`src/rtl/ram_arbiter_if.sv`:
```
// Requester, bus and RAM-port signals shared by the arbiter and its neighbours.
// The master modport is the arbiter side. The slave modport is the requesters plus the RAM.
interface ram_arbiter_if #(
    parameter int ADDR_W = 16
);
    logic              if_req;
    logic [ADDR_W-1:0] if_addr;
    logic              if_ack;
    logic [31:0]       if_rdata;

    logic              bus_req;
    logic              bus_we;
    logic [1:0]        bus_size;
    logic [ADDR_W-1:0] bus_addr;
    logic [63:0]       bus_wdata;
    logic              bus_ack;
    logic [63:0]       bus_rdata;

    logic              ram_en;
    logic              ram_we;
    logic [1:0]        ram_size;
    logic [ADDR_W-1:0] ram_addr;
    logic [63:0]       ram_wdata;
    logic [63:0]       ram_rdata;

    modport master (
        input  if_req, if_addr, bus_req, bus_we, bus_size, bus_addr, bus_wdata, ram_rdata,
        output if_ack, if_rdata, bus_ack, bus_rdata,
        output ram_en, ram_we, ram_size, ram_addr, ram_wdata
    );

    modport slave (
        output if_req, if_addr, bus_req, bus_we, bus_size, bus_addr, bus_wdata, ram_rdata,
        input  if_ack, if_rdata, bus_ack, bus_rdata,
        input  ram_en, ram_we, ram_size, ram_addr, ram_wdata
    );
endinterface

```
`src/rtl/ram_arbiter.sv`:
```
// Round-robin sharing of one fixed-latency RAM port between instruction fetch and the data bus.
// Ack arrives RAM_LAT+2 cycles after the request is sampled; requesters hold req until ack.
module ram_arbiter #(
    parameter int ADDR_W  = 16,
    parameter int RAM_LAT = 1
) (
    input  logic          clk,
    input  logic          rst,
    ram_arbiter_if.master ifc
);
    localparam int CNT_W = (RAM_LAT < 2) ? 1 : $clog2(RAM_LAT + 1);

    typedef enum logic [1:0] {IDLE, WAIT, DONE} state_t;

    state_t            state, state_n;
    logic [CNT_W-1:0]  cnt;
    logic              last_bus;
    logic              win_bus;
    logic              grant_if, grant_bus;
    logic [ADDR_W-1:0] addr_sel;
    logic [63:0]       bus_rd_n;

    always_ff @(posedge clk) begin
        if (rst) state <= IDLE;
        else     state <= state_n;
    end

    always_comb begin
        state_n   = state;
        grant_if  = 1'b0;
        grant_bus = 1'b0;
        case (state)
            IDLE: begin
                if (ifc.if_req && ifc.bus_req) begin
                    if (last_bus) grant_if  = 1'b1;
                    else          grant_bus = 1'b1;
                end else if (ifc.if_req) begin
                    grant_if = 1'b1;
                end else if (ifc.bus_req) begin
                    grant_bus = 1'b1;
                end
                if (grant_if || grant_bus) state_n = WAIT;
            end
            WAIT:    if (cnt == '0) state_n = DONE;
            DONE:    state_n = IDLE;
            default: state_n = IDLE;
        endcase
    end

    assign addr_sel = grant_bus ? ifc.bus_addr : ifc.if_addr;

    always_comb begin
        bus_rd_n = ifc.ram_rdata;
        case (ifc.ram_size)
            2'd0:    bus_rd_n = {56'h0, ifc.ram_rdata[7:0]};
            2'd1:    bus_rd_n = {48'h0, ifc.ram_rdata[15:0]};
            2'd2:    bus_rd_n = {32'h0, ifc.ram_rdata[31:0]};
            default: bus_rd_n = ifc.ram_rdata;
        endcase
    end

    always_ff @(posedge clk) begin
        if (rst) begin
            ifc.ram_en    <= 1'b0;
            ifc.ram_we    <= 1'b0;
            ifc.ram_size  <= 2'd0;
            ifc.ram_addr  <= '0;
            ifc.ram_wdata <= 64'h0;
            ifc.if_ack    <= 1'b0;
            ifc.bus_ack   <= 1'b0;
            ifc.if_rdata  <= 32'h0;
            ifc.bus_rdata <= 64'h0;
            cnt           <= '0;
            last_bus      <= 1'b0;
            win_bus       <= 1'b0;
        end else begin
            ifc.ram_en  <= 1'b0;
            ifc.if_ack  <= 1'b0;
            ifc.bus_ack <= 1'b0;

            if (grant_if || grant_bus) begin
                ifc.ram_en   <= 1'b1;
                ifc.ram_addr <= addr_sel;
                ifc.ram_we   <= grant_bus & ifc.bus_we;
                ifc.ram_size <= grant_bus ? ifc.bus_size : 2'd2;
                if (grant_bus) ifc.ram_wdata <= ifc.bus_wdata;
                win_bus <= grant_bus;
                cnt     <= CNT_W'(RAM_LAT);
            end

            // cnt reaches zero in the one cycle where ram_rdata is valid
            if (state == WAIT) begin
                if (cnt != '0) begin
                    cnt <= cnt - CNT_W'(1);
                end else if (win_bus) begin
                    ifc.bus_ack <= 1'b1;
                    if (!ifc.ram_we) ifc.bus_rdata <= bus_rd_n;
                end else begin
                    ifc.if_ack   <= 1'b1;
                    ifc.if_rdata <= ifc.ram_rdata[31:0];
                end
            end

            if (state == DONE) last_bus <= win_bus;
        end
    end
endmodule

```
`src/flat_wrapper.sv`:
```
// flat-port wrapper written by rule: the top's interface ports become plain ports
module ram_arbiter_flat 
#(
    parameter int ADDR_W  = 16,
    parameter int RAM_LAT = 1
)
  (clk, rst, ifc_if_req, ifc_if_addr, ifc_bus_req, ifc_bus_we, ifc_bus_size, ifc_bus_addr, ifc_bus_wdata, ifc_ram_rdata, ifc_if_ack, ifc_if_rdata, ifc_bus_ack, ifc_bus_rdata, ifc_ram_en, ifc_ram_we, ifc_ram_size, ifc_ram_addr, ifc_ram_wdata);
  ram_arbiter_if #(.ADDR_W(ADDR_W)) ifc_i ();
  input  logic clk;
  input  logic rst;
  input wire logic [$bits(ifc_i.if_req)-1:0] ifc_if_req;
  input wire logic [$bits(ifc_i.if_addr)-1:0] ifc_if_addr;
  input wire logic [$bits(ifc_i.bus_req)-1:0] ifc_bus_req;
  input wire logic [$bits(ifc_i.bus_we)-1:0] ifc_bus_we;
  input wire logic [$bits(ifc_i.bus_size)-1:0] ifc_bus_size;
  input wire logic [$bits(ifc_i.bus_addr)-1:0] ifc_bus_addr;
  input wire logic [$bits(ifc_i.bus_wdata)-1:0] ifc_bus_wdata;
  input wire logic [$bits(ifc_i.ram_rdata)-1:0] ifc_ram_rdata;
  output wire logic [$bits(ifc_i.if_ack)-1:0] ifc_if_ack;
  output wire logic [$bits(ifc_i.if_rdata)-1:0] ifc_if_rdata;
  output wire logic [$bits(ifc_i.bus_ack)-1:0] ifc_bus_ack;
  output wire logic [$bits(ifc_i.bus_rdata)-1:0] ifc_bus_rdata;
  output wire logic [$bits(ifc_i.ram_en)-1:0] ifc_ram_en;
  output wire logic [$bits(ifc_i.ram_we)-1:0] ifc_ram_we;
  output wire logic [$bits(ifc_i.ram_size)-1:0] ifc_ram_size;
  output wire logic [$bits(ifc_i.ram_addr)-1:0] ifc_ram_addr;
  output wire logic [$bits(ifc_i.ram_wdata)-1:0] ifc_ram_wdata;
  assign ifc_i.if_req = ifc_if_req;
  assign ifc_i.if_addr = ifc_if_addr;
  assign ifc_i.bus_req = ifc_bus_req;
  assign ifc_i.bus_we = ifc_bus_we;
  assign ifc_i.bus_size = ifc_bus_size;
  assign ifc_i.bus_addr = ifc_bus_addr;
  assign ifc_i.bus_wdata = ifc_bus_wdata;
  assign ifc_i.ram_rdata = ifc_ram_rdata;
  assign ifc_if_ack = ifc_i.if_ack;
  assign ifc_if_rdata = ifc_i.if_rdata;
  assign ifc_bus_ack = ifc_i.bus_ack;
  assign ifc_bus_rdata = ifc_i.bus_rdata;
  assign ifc_ram_en = ifc_i.ram_en;
  assign ifc_ram_we = ifc_i.ram_we;
  assign ifc_ram_size = ifc_i.ram_size;
  assign ifc_ram_addr = ifc_i.ram_addr;
  assign ifc_ram_wdata = ifc_i.ram_wdata;
  ram_arbiter #(.ADDR_W(ADDR_W), .RAM_LAT(RAM_LAT)) u_core (.clk(clk), .rst(rst), .ifc(ifc_i));
endmodule
```
`config.mk`:
```
export PLATFORM = sky130hd
export DESIGN_NAME = ram_arbiter_flat
export DESIGN_NICKNAME = d
export VERILOG_FILES = /design/src/rtl/ram_arbiter_if.sv /design/src/rtl/ram_arbiter.sv /design/src/flat_wrapper.sv
export SDC_FILE = /design/constraint.sdc
export NUM_CORES = 1
export LEC_CHECK = 0
export CAP_MARGIN = 15
export CORE_UTILIZATION = 35
export DETAILED_ROUTE_END_ITERATION = 8
export PLACE_DENSITY = 0.72
export SYNTH_ARGS = -nofsm -noshare
export SYNTH_HDL_FRONTEND = slang
export SYNTH_SLANG_ARGS = --single-unit
```
`constraint.sdc`:
```
create_clock -name clk -period 1.8 [get_ports clk]
set_input_delay 0.18 -clock clk [delete_from_list [all_inputs] [get_ports clk]]
set_output_delay 0.18 -clock clk [all_outputs]
set_load 0.03 [all_outputs]
```
# Word level (Yosys, flattened, before mapping)
# Index checks and enable logic that the tools add are counted.
# totals
n_memories	0
out_inout_bits	182
rom_bits	0
latch_bits	0
ram_bits	0
input_bits	167
word_cells	58
regBits	187
# classes
multipliers	0
reduce_logical	10
n_div	0
n_lt_le_gt_ge	0
addsub	1
n_eq_ne	6
n_mux	23
bitwise	5
shift	0
# op_table
op	n
$pmux W64 S3	1
$mux W1	17
$mux W16	1
$mux W2	3
$eq A2 B1 Y1 const B	2
$eq A2 B2 Y1 const B	2
$logic_not A2 Y1	2
$not A1 Y1	4
$pmux W2 S2	1
$reduce_and A2 Y1	2
$reduce_and A4 Y1	1
$reduce_and A3 Y1	1
$reduce_or A3 Y1	1
$logic_or A1 B1 Y1	2
$ne A2 B1 Y1 const B	1
$ne A2 B2 Y1 const B	1
$and A1 B1 Y1	1
$logic_and A1 B1 Y1	1
$sub A1 B1 Y1 const B	1

# Logic depth before layout (Yosys ltp)
# logic_depth
depth_word	9
depth_mapped	6
depth_no_buf	3

# Worst setup path after synthesis
# OpenSTA, ideal clock, no wires.
# synth_timing
kind	reg-to-reg
start	reg u_core.ifc.ram_size[1]
end	reg u_core.ifc.bus_rdata[43]
setup_ps	70
synth_period_minus_slack_ps	1576
n_path_buf	3
path_slack_ps	224
t_arrival_ps	1505
path_stages_with_launch	7
path_cell_list	dfxtp_1 > buf_2 > and2_1 > clkbuf_1 > clkbuf_1 > nand4_1 > a21oi_1
# synth_between
elab_chain_len	2
# synth_rtl
item	line_no	text
start, declared	ram_arbiter_if.sv:29	output ram_en, ram_we, ram_size, ram_addr, ram_wdata
start signal, assigned	ram_arbiter.sv:85	ifc.ram_size <= grant_bus ? ifc.bus_size : 2'd2;
$eq A2 B2 Y1 (tied with other cells)	ram_arbiter.sv:54	case (ifc.ram_size)
$pmux W64 S3 (*)	ram_arbiter.sv:54	
end signal, assigned	ram_arbiter.sv:97	if (!ifc.ram_we) ifc.bus_rdata <= bus_rd_n;
end, declared	ram_arbiter_if.sv:28	output if_ack, if_rdata, bus_ack, bus_rdata,
# Every way passes the cells marked *; elsewhere a longest branch is shown, timed or not.
# A chain may end at the register's enable or synchronous reset.

# Final worst setup path
# layout_timing
start	reg u_core.ifc.ram_wdata[37]
end	out ifc_ram_wdata[37]
# layout_rtl
item	line_no	text
start, declared	ram_arbiter_if.sv:29	
start signal, assigned	ram_arbiter.sv:86	if (grant_bus) ifc.ram_wdata <= ifc.bus_wdata;
end, declared	flat_wrapper.sv:27	output wire logic [$bits(ifc_i.ram_wdata)-1:0] ifc_ram_wdata;
# No word-level cell between the ends.

==> impl_metrics.yaml <==
placed_design:
  port_buffers: 348
  dp.cells: 1422
  dpl_cell_area_um2: 11000
  pre_cts_ws_ns: -0.0568
  post-dp-hpwl_um: 16700
  place.gp.congestion: 0.826
die:
  num_rows: 52
  die_y_um: 146
  start_util_pct: 35.9
  core_area_um2: 20300
  die_x_um: 146
  ios: 349
  dieArea_um2: 21400
final_layout:
  nets: 1338
  drive_above_1_share_pct: 6.84
  area_growth_pct: 59.7
  fin_cells: 1454
  post-route-cell-area_um2: 11600
  antenna_cells: 0
routing:
  drtIter0Drc: 367
  drc: 0
  via_count: 7680
  wire_per_inst_um: 17.2
  viasPerCell: 5.28
  antenna_left: 0
  wl_um: 24900
  dr.pass1.iters: 5
setup_path:
  path_max_fanout: 2
  worstReg2RegEnd: "u_core.ifc.ram_wdata[15]"
  r2r_start: "u_core.state[0]"
  cp.required_ns: 1.62
  path_delay_family: "buffers and inverters"
  crit_buf_inv: 1
  critPathMaxStageDelay_ns: 0.70
  rr_worst_depth: 6
  critPathCaptureType: "primary output"
  r2r_slack_ns: 0.19
  cp_slowest_cell: "clkdlybuf4s50_1"
  crit_chain: "clkdlybuf4s50_1"
  arrival_ns: 1.52
  worstSetupStartpointType: "flop"
  criticalPathCategory: "flop to primary output"
sta:
  slew_headroom_pct: 65.1
  setup_viol_count_final: 0
  finClkSkew_ns: 0.0130
  worstMarginPinSlew_ns: 0.524
  maxSlewViolCount: 0
  rsz0062_at_grt: "false"
  hold_violations: 0
  timing.fmax_mhz: 588
  fin_ws_ns: 0.0989
  layout_min_cycle_time_ns: 1.70
  min_period_over_period_pct: 94.5
yosys:
  ys_ff_latch: 187
  netlist_area_um2: 7280
  avgSynthCellArea_um2: 8.35
  synth_seq_area_share_pct: 51.4
  synth_nets: 1039
  synthCells: 872
  synth.distinct_cells: 31
  yosys_warnings: 0
hold_path:
  min_from: "ifc_bus_req"
  hold_class: "input pin to flop"
  whs_path_depth: 3
  min_to: "u_core.ifc.ram_addr[8]"
clocking:
  hold_buffers: 0
  cts_buffers: 17
  clk_latency_ns: 0.42
  clk_pin_slew_ns: 0.08
  cts_tree: "yes"
  cts_setup_buffers: 0
  cts.sinks: 187
  h-tree-depth: 4
  clk_path_buf_depth: 2
  clockRootBuffer: "clkbuf_16"
power:
  irDropWorstVdd_mv: 0.614
  power.density_nw_per_um2: 914
  leakagePower_nw: 3.97
  p_total_mw: 10.6
run:
  max-cap-violations: 0
grt:
  grt_usage_pct: 22.9
  antenna_found_initial: 0
  grt_pass1_wl_um: 39400
  grt_max_degree: 81
  grt_overflow_total: 0
  grt_pass1_vias: 7322
status:
  status: "finished, final reports clean"
## synthesized netlist by cell type
library cell  instances  area (µm²)
nor2_1                5        18.8
nand3b_1              1        7.51
clkbuf_1             57         214
a211o_1               1        8.76
or2_2                 3        18.8
nand2_1              66         248
a21oi_1             180         901
or4b_1                1        10.0
nand2b_1              2        12.5
o221a_2               1        11.3
nor2b_1               1        6.26
or3b_1                1        8.76
buf_4                 4        30.0
nor2_2                2        12.5
nand3_1              90         450
a211oi_2              1        12.5
a311oi_1             16         140
inv_1                 2        7.51
o211a_1               1        10.0
dfxtp_1             187        3740
mux2i_1               1        10.0
and2_1                1        6.26
nor3b_2               1        12.5
buf_2                30         150
buf_1                 2        7.51
and3_1                1        6.26
o21ai_1               3        15.0
o21ai_0             144         721
buf_6                10         113
nand4_1              56         350
nor4b_2               1        15.0
## layout by cell type, fill, tap and decap left out, drive strengths merged
| cell | n |
|---|---|
| a211o | 1 |
| a211oi | 1 |
| a21oi | 180 |
| a311oi | 16 |
| and2 | 1 |
| and3 | 1 |
| buf | 37 |
| clkbuf | 19 |
| clkdlybuf4s50 | 343 |
| clkinv | 7 |
| clkinvlp | 2 |
| dfxtp | 187 |
| dlygate4sd2 | 1 |
| dlymetal6s2s | 2 |
| inv | 6 |
| mux2i | 1 |
| nand2 | 66 |
| nand2b | 2 |
| nand3 | 90 |
| nand3b | 1 |
| nand4 | 56 |
| nor2 | 7 |
| nor2b | 1 |
| nor3b | 1 |
| nor4b | 1 |
| o211a | 1 |
| o21ai | 147 |
| o221a | 1 |
| or2 | 3 |
| or3b | 1 |
| or4b | 1 |
## metrics by stage
stage / hold slack, ns / util, % / TNS, ns
5_1_grt: 0.136 / 57.3 / 0
4_1_cts: 0.107 / 57.2 / 0
3_3_place_gp: 0.441 / 54.4 / -0.0252
3_5_place_dp: 0.447 / 54.4 / -0.516
6_report: 0.128 / 57.3 / 0
2_1_floorplan: 0.316 / - / 0
## kinds of logic after synthesis
kind of cell    after synthesis  synth area share [%]
mux                           1                 0.138
simple gates                232                  16.3
flops                       187                  51.4
buf+inv                     105                  7.17
compound gates              347                  25.0
## state kept, by name, indices dropped and copies added (netlist names)
| register | count |
|---|---|
| u_core.cnt | 1 |
| u_core.ifc.bus_ack | 1 |
| u_core.ifc.bus_rdata | 64 |
| u_core.ifc.if_ack | 1 |
| u_core.ifc.if_rdata | 32 |
| u_core.ifc.ram_addr | 16 |
| u_core.ifc.ram_en | 1 |
| u_core.ifc.ram_size | 2 |
| u_core.ifc.ram_wdata | 64 |
| u_core.ifc.ram_we | 1 |
| u_core.last_bus | 1 |
| u_core.state | 2 |
| u_core.win_bus | 1 |
## cell type report
cell class | instances | area, µm²
flip-flops and latches | 187 | 3740
well taps | 270 | 338
multi-input cells | 580 | 3050
fillers | 1861 | 8670
repair buffers | 383 | 3910
clock buffers | 19 | 443
inverters | 2 | 7.51
clock inverters | 13 | 134
## metal layers
| metal | global-route usage, % | vias to the layer above | share of wire, % |
|---|---|---|---|
| li1 | - | 3735 | - |
| met5 | 0 | - | 0 |
| met4 | 9.43 | 0 | 3.1 |
| met1 | 27.7 | 3593 | 41 |
| met2 | 37.4 | 307 | 48 |
| met3 | 7.41 | 45 | 8.1 |
## report_power, final
group	leakage [nW]	internal (mW)	switching [mW]
registers	1.52	4.37	0.137
clock network	0.275	1.88	1.77
logic	2.17	1.06	1.42
## worst max path at each step
stage | startpoint | to | depth (start not counted)
after floorplan | u_core.ifc.ram_size[1] | u_core.ifc.bus_rdata[43] | 6
after global routing | u_core.ifc.ram_wdata[41] | ifc_ram_wdata[41] | 1
after global placement | ifc_if_req | u_core.ifc.ram_size[1] | 4
after detailed placement | ifc_if_req | u_core.ifc.ram_size[1] | 4
after CTS | u_core.ifc.ram_size[0] | ifc_ram_size[0] | 1
final | u_core.ifc.ram_wdata[37] | ifc_ram_wdata[37] | 1
## what timing repair did
action	CTS	global route
hold endpoints to repair	0	0
setup endpoints to repair	1	3
gates cloned	0	0
gates resized for setup	1	3
pin swaps	0	0
Power figures use the tool's default switching activity.
